### src/rtl/wb_regfile_pkg.sv
// wb_regfile_pkg: shared widths and constants for the WB-stage register file.
package wb_regfile_pkg;
    localparam int XLEN      = 32;
    localparam int NREGS     = 32;
    localparam int AW        = 5;
    localparam logic [AW-1:0] REG_ZERO = 5'd0;
    localparam int TR_PC_W   = XLEN;
    localparam int TR_REG_W  = AW;
    localparam int TR_DATA_W = XLEN;
endpackage

### src/rtl/wb_regfile_trace.sv
// wb_trace: registered retire/trace record and retire/write counters.
module wb_trace
    import wb_regfile_pkg::*;
(
    input  logic                 clk,
    input  logic                 reset,
    input  logic [TR_PC_W-1:0]   pc_i,
    input  logic [TR_REG_W-1:0]  a3_i,
    input  logic [TR_DATA_W-1:0] wd_i,
    input  logic                 we_i,
    output logic                 tr_valid_o,
    output logic [TR_PC_W-1:0]   tr_pc_o,
    output logic [TR_REG_W-1:0]  tr_reg_o,
    output logic [TR_DATA_W-1:0] tr_data_o,
    output logic [XLEN-1:0]      retire_cnt_o,
    output logic [XLEN-1:0]      write_cnt_o
);
    logic                 valid_q;
    logic [TR_PC_W-1:0]   pc_q, pc_d;
    logic [TR_REG_W-1:0]  reg_q, reg_d;
    logic [TR_DATA_W-1:0] data_q, data_d;
    logic [XLEN-1:0]      retire_q, retire_d, write_q, write_d;

    // Record fields only move on a committed write; counters wrap freely.
    always_comb begin
        pc_d     = we_i ? pc_i : pc_q;
        reg_d    = we_i ? a3_i : reg_q;
        data_d   = we_i ? wd_i : data_q;
        retire_d = retire_q + XLEN'(pc_i != '0);
        write_d  = write_q + XLEN'(we_i);
    end

    always_ff @(posedge clk) begin
        if (reset) begin
            valid_q  <= 1'b0;
            pc_q     <= '0;
            reg_q    <= '0;
            data_q   <= '0;
            retire_q <= '0;
            write_q  <= '0;
        end else begin
            valid_q  <= we_i;
            pc_q     <= pc_d;
            reg_q    <= reg_d;
            data_q   <= data_d;
            retire_q <= retire_d;
            write_q  <= write_d;
        end
    end

    assign tr_valid_o   = valid_q;
    assign tr_pc_o      = pc_q;
    assign tr_reg_o     = reg_q;
    assign tr_data_o    = data_q;
    assign retire_cnt_o = retire_q;
    assign write_cnt_o  = write_q;
endmodule

### src/rtl/wb_regfile.sv
// wb_regfile: 32x32 GPR file with W->D bypass on both read ports plus retire trace.
module wb_regfile
    import wb_regfile_pkg::*;
#(
    parameter logic [XLEN-1:0] RESET_PC = 32'h0000_3000
) (
    input  logic                 clk,
    input  logic                 reset,
    input  logic [XLEN-1:0]      PCW,
    input  logic [AW-1:0]        A3W,
    input  logic [XLEN-1:0]      WDW,
    input  logic [AW-1:0]        A1D,
    input  logic [AW-1:0]        A2D,
    output logic [XLEN-1:0]      RD1D,
    output logic [XLEN-1:0]      RD2D,
    input  logic [AW-1:0]        DbgA,
    output logic [XLEN-1:0]      DbgRD,
    output logic                 TrValid,
    output logic [TR_PC_W-1:0]   TrPC,
    output logic [TR_REG_W-1:0]  TrReg,
    output logic [TR_DATA_W-1:0] TrData,
    output logic [XLEN-1:0]      RetireCnt,
    output logic [XLEN-1:0]      WriteCnt
);
    // The base PC is trace metadata only; an unaligned value is a build error.
    if (RESET_PC[1:0] != 2'b00) begin : g_bad_reset_pc
        $error("wb_regfile: RESET_PC must be word aligned");
    end

    logic [XLEN-1:0] grf_q [NREGS];
    logic            we;

    assign we = (A3W != REG_ZERO);

    always_ff @(posedge clk) begin
        if (reset) begin
            for (int i = 0; i < NREGS; i++) grf_q[i] <= '0;
        end else if (we) begin
            grf_q[A3W] <= WDW;
        end
    end

    always_comb begin
        RD1D  = (A1D == REG_ZERO) ? '0 : (A1D == A3W) ? WDW : grf_q[A1D];
        RD2D  = (A2D == REG_ZERO) ? '0 : (A2D == A3W) ? WDW : grf_q[A2D];
        DbgRD = (DbgA == REG_ZERO) ? '0 : grf_q[DbgA];
    end

    wb_trace u_trace (
        .clk          (clk),
        .reset        (reset),
        .pc_i         (PCW),
        .a3_i         (A3W),
        .wd_i         (WDW),
        .we_i         (we),
        .tr_valid_o   (TrValid),
        .tr_pc_o      (TrPC),
        .tr_reg_o     (TrReg),
        .tr_data_o    (TrData),
        .retire_cnt_o (RetireCnt),
        .write_cnt_o  (WriteCnt)
    );
endmodule

### config.mk
export PLATFORM = sky130hd
export DESIGN_NAME = wb_regfile
export DESIGN_NICKNAME = d
export VERILOG_FILES = /design/src/rtl/wb_regfile_pkg.sv /design/src/rtl/wb_regfile_trace.sv /design/src/rtl/wb_regfile.sv
export SDC_FILE = /design/constraint.sdc
export NUM_CORES = 2
export LEC_CHECK = 0
export BUFFER_PORTS_ARGS = -buffer_cell sky130_fd_sc_hd__buf_2
export CAP_MARGIN = 0
export CORE_MARGIN = 2
export CORE_UTILIZATION = 25
export CTS_BUF_LIST = sky130_fd_sc_hd__clkbuf_2
export CTS_CLUSTER_DIAMETER = 100
export CTS_CLUSTER_SIZE = 24
export DETAILED_ROUTE_END_ITERATION = 7
export GPL_TIMING_DRIVEN = 0
export PLACE_DENSITY = 0.4
export SLEW_MARGIN = 25
export SYNTH_ARGS = -nofsm -noshare
export SYNTH_HDL_FRONTEND = slang
export SYNTH_SLANG_ARGS = --single-unit
export TNS_END_PERCENT = 30
### constraint.sdc
create_clock -name clk -period 4.1 [get_ports clk]
set_input_delay 0 -clock clk [delete_from_list [all_inputs] [get_ports clk]]
set_output_delay 0 -clock clk [all_outputs]
set_load 0.1 [all_outputs]
# Yosys cells after proc, flatten, opt, wreduce, memory -nomap -nowiden
# Memories as Yosys holds them, arrays and structs flattened.
# Index checks and enable logic that the tools add are counted.
[word_totals]
word_cells = 30
memories = 1
ff_bits = 134
ram_bits = 1024
[op_classes]
addsub = 2
n_eq_ne = 2
n_mux = 13
reduce_logical = 6
[memory_table]
columns = ["memory", "depth", "word_bits", "rd", "rd_clocked_by_memory_dff", "wr", "line_no", "text"]
rows = [
  ["grf_q", 32, 32, 3, 0, 32, "wb_regfile.sv:30", "logic [XLEN-1:0] grf_q [NREGS];"],
]
[op_table]
columns = ["cell", "count"]
rows = [
  ["32-bit 2-to-1 mux", 6],
  ["32-bit by 1-bit adder with 32-bit output", 2],
  ["32-bit nonzero test", 1],
  ["32-bit OR reduction", 1],
  ["5-bit logical NOT", 3],
  ["5-bit == test", 2],
  ["1-bit 2-to-1 mux", 6],
  ["5-bit 2-to-1 mux", 1],
  ["5-bit nonzero test", 1],
]

# Logic depth before layout (Yosys ltp)
[depth]
depth_word = 6
depth_mapped = 13
depth_no_buf = 10

# By module
# A second synthesis with hierarchy kept.
[hier_totals]
hier_cells = 4800
area_unflattened_um2 = 68341.8
[by_module_without_submodules]
columns = ["module", "area_per_inst_um2", "seq_area_each_um2", "cells_per_inst", "instances"]
rows = [
  ["wb_regfile", 62805.2, 30749.5, 4215, 1],
  ["wb_trace", 5536.6, 2682.6, 585, 1],
]

# Worst setup path after synthesis
# OpenSTA, ideal clock, no wires.
[synth_path]
kind = "input port to output port"
start = "in A2D[0]"
end = "out RD2D[0]"
required_time_ps = 4100
slack_ps = -219
cell_stages = 9
t_arrival_ps = 4319
cell_sequence = "buf_2 buf_2 buf_2 nand3_1 clkbuf_1 o22a_1 o21ai_0 a211oi_1 o41ai_1"
[synth_between]
elab_chain_cells = 3
[synth_lines]
columns = ["element", "line_no", "text"]
rows = [
  ["start: declaration", "wb_regfile.sv:13", "input logic [AW-1:0] A2D,"],
  ["memory 32 x 32 bit / 5-bit == test (equally long branches)", "--", ""],
  ["32-bit 2-to-1 mux", "wb_regfile.sv:45", "RD2D = (A2D == REG_ZERO) ? '0 : (A2D == A3W) ? WDW : grf_q[A2D];"],
  ["32-bit 2-to-1 mux *", "wb_regfile.sv:45", ""],
  ["end: declaration", "wb_regfile.sv:15", "output logic [XLEN-1:0] RD2D,"],
]
# Mark *: on every way between the ends. The rest lies on a longest branch, timed or not.

# Worst setup path in the final report
[layout_path]
start = "in A1D[2]"
end = "out RD1D[6]"
[layout_between]
elab_chain_cells = 3
[layout_lines]
columns = ["element", "line_no", "text"]
rows = [
  ["start: declaration", "wb_regfile.sv:12", "input logic [AW-1:0] A1D,"],
  ["memory 32 x 32 bit / 5-bit == test (equally long branches)", "--", ""],
  ["32-bit 2-to-1 mux", "wb_regfile.sv:44", "RD1D = (A1D == REG_ZERO) ? '0 : (A1D == A3W) ? WDW : grf_q[A1D];"],
  ["32-bit 2-to-1 mux *", "wb_regfile.sv:44", ""],
  ["end: declaration", "wb_regfile.sv:14", "output logic [XLEN-1:0] RD1D,"],
]
# Marks and branches as above.

==> impl_metrics.tcl <==
set metrics [dict create \
    io_pins 316 \
    synth_edf_count 1024 \
    grt.total_usage 0.288 \
    cp.required_ns 4.10 \
    peakVddDrop_mv 0.329 \
    post-place-cells 9265 \
    fmax_mhz 233 \
    grt_overflow 0 \
    synthArstFlopShare 0 \
    place_congestion 1.01 \
    p_leak_uw 0.0294 \
    violations "design-rule violations, negative setup slack" \
    area_growth_pct 20.4 \
    final_area_um2 82400 \
    tightest_slew_ns 1.29 \
    fin_crit_sh 1.05 \
    first_pass_iters 8 \
    cp.arrival_ns 4.30 \
    grt_pass1_vias 54700 \
    drive_above_1_share 0.289 \
    start_util 0.251 \
    synthCells 5300 \
    clk_latency_ns 1.90 \
    die_y_um 527 \
    num_vias 56400 \
    drt_wl_total_mm 414 \
    placement.io_buffers 303 \
    synth_area_um2 68400 \
    grt_pass1_wl_mm 529 \
    setup_viol 48 \
    die_area_um2 278000 \
    startpoint_type "primary input" \
    antenna_left 0 \
    viasPerCell 5.77 \
    max_cap_violations 0 \
    crit_path_end_kind "primary output" \
    final_cells 9770 \
    clk_path_buf_depth 3 \
    cts_tree "done" \
    htree_levels 2 \
    grt_max_degree 33 \
    hold_ws_ns 0.0705 \
    hold_class "primary input to register" \
    synth_seq_cells 1158 \
    fin_skew_ns 0.127 \
    slew_headroom 0.139 \
    rows 192 \
    drtIter0Drc 8181 \
    path_class "primary input to primary output" \
    coreArea_um2 273000 \
    synth_area_per_cell_um2 12.9 \
    drc 2 \
    hold_violations 0 \
    fin_crit_ns 4.30 \
    final_cell_mix "edfxtp_1 (1,024), and2_1 (933), mux4_2 (544)" \
    yosysSeqAreaShare 0.489 \
    dp_hpwl_mm 319 \
    place_ws_ns -1.19 \
    die-width_um 527 \
    outcome "finished, violations left" \
    final_common_cell "edfxtp_1" \
    clk_pin_slew_ns 0.53 \
    ys_types 61 \
    synthTopCellsByArea "edfxtp_1 (45%), mux4_2 (18%), and2_1 (8.5%), mux2i_1 (6.6%), dfxtp_1 (3.9%)" \
    yosys_most_used_dff "edfxtp_1" \
    antenna_found_initial 46 \
    power.density_nw_per_um2 340 \
    synth_area_leader_cell "edfxtp_1" \
    clock-sinks 1158 \
    p_total_uw 28000 \
    rsz0062_at_grt "true" \
    synth_top_area_share 0.450 \
    cp_max_fo 10 \
    ys_warn_count 0 \
    routedWlPerCell_um 42.4 \
    nets 6193 \
    clockRootBuffer "clkbuf_2" \
    numCtsBuffers 61 \
    setup_ws_ns -0.201 \
    drv_slew 0 \
    placed_area_um2 75600 \
]
final cells by class:
cell class                 count  area, um^2
inverter                       6        22.5
sequential                  1158       33400
tap                         3589        4490
clock buffer                  85         425
multi-input combinational   3611       34300
clock inverter                24         342
buffer                       555        2440
timing repair buffer         709        6850
fill                       27900      191000
antenna                       33        82.6
where the power goes:
group	internal, uW	leakage [uW]	total [uW]	switching (uW)
sequential	13500	0.0109	14100	574
clock	976	0.000521	5490	4510
combinational	2720	0.0180	8420	5700
total	17200	0.0294	28000	10800
worst paths after layout:
path,from,end,slack (ns),cells after the start
worst max register to register,u_trace.retire_cnt_o[2],u_trace.retire_cnt_o[18],1.81,7
worst min-delay path,WDW[6],grf_q[3][6],0.07,5
worst max-delay path,A1D[2],RD1D[6],-0.20,10
worst min register to register,u_trace.tr_data_o[8],u_trace.tr_data_o[8],0.47,2
sequential cells by signal (all words and copies together), names as in the netlist:
register,flops
u_trace.tr_data_o,32
u_trace.retire_cnt_o,32
u_trace.write_cnt_o,32
u_trace.tr_pc_o,32
grf_q,1024
u_trace.tr_reg_o,5
u_trace.tr_valid_o,1
metrics by stage:
step	setup TNS (ns)	util
2_1_floorplan	0	-
3_3_place_gp	-209.31	0.273
3_5_place_dp	-27.63	0.277
4_1_cts	-7.05	0.300
5_1_grt	-2.40	0.302
6_report	-2.64	0.302
cell families after synthesis:
| family | count (synthesis) | share of synthesized area |
|---|---|---|
| flops | 1158 | 0.489 |
| fa+ha+maj | 5 | 0.000915 |
| mux | 1118 | 0.265 |
| simple gates | 1798 | 0.144 |
| compound gates | 602 | 0.0606 |
| buf+inv | 562 | 0.0334 |
| other cells | 1 | 0.0000548 |
| xor+xnor | 56 | 0.00717 |
Yosys cell counts, types with 8 or more instances:
library cell,n
nor3_1,32
a221oi_1,39
clkbuf_1,403
mux2i_1,448
buf_2,119
or3_1,17
o221ai_1,53
nor4_1,45
a221o_1,9
a211oi_1,9
nor2_1,242
o22ai_1,92
nor2b_1,14
and3_1,29
and2_1,933
a22oi_1,94
mux2_2,126
edfxtp_1,1024
nand3_1,51
xor2_1,28
mux4_2,544
dfxtp_1,134
nand4_1,21
or2_2,31
xnor2_1,28
buf_1,27
nand2_1,335
o21ai_0,86
a32o_1,61
nor4b_1,8
a21oi_1,135
nand3b_1,11
routing by layer:
metal | global-route usage | routed length, um | vias up
li1 | - | - | 21900
met1 | 0.365 | 160000 | 29700
met2 | 0.434 | 179000 | 3899
met3 | 0.0743 | 42000 | 926
met4 | 0.187 | 32800 | 24
met5 | 0 | 398 | -
worst max-delay path, stage by stage:
cell and delay [ns]:
buf_2 0.21, buf_2 0.52, buf_4 0.54, buf_4 0.57, buf_4 0.51, buf_4 0.49
mux2i_1 0.50, o221ai_2 0.25, a32o_2 0.44, buf_12 0.20
repair_timing:
action / in CTS / in global routing
setup buffers: 58 / 15
endpoints found under the setup margin: 96 / 73
pin swaps: 106 / 50
hold endpoints to repair: 2068 / 0
hold buffers: 288 / 0
resized for setup: 579 / 69
Note: power is estimated with default switching activity, not from simulation.
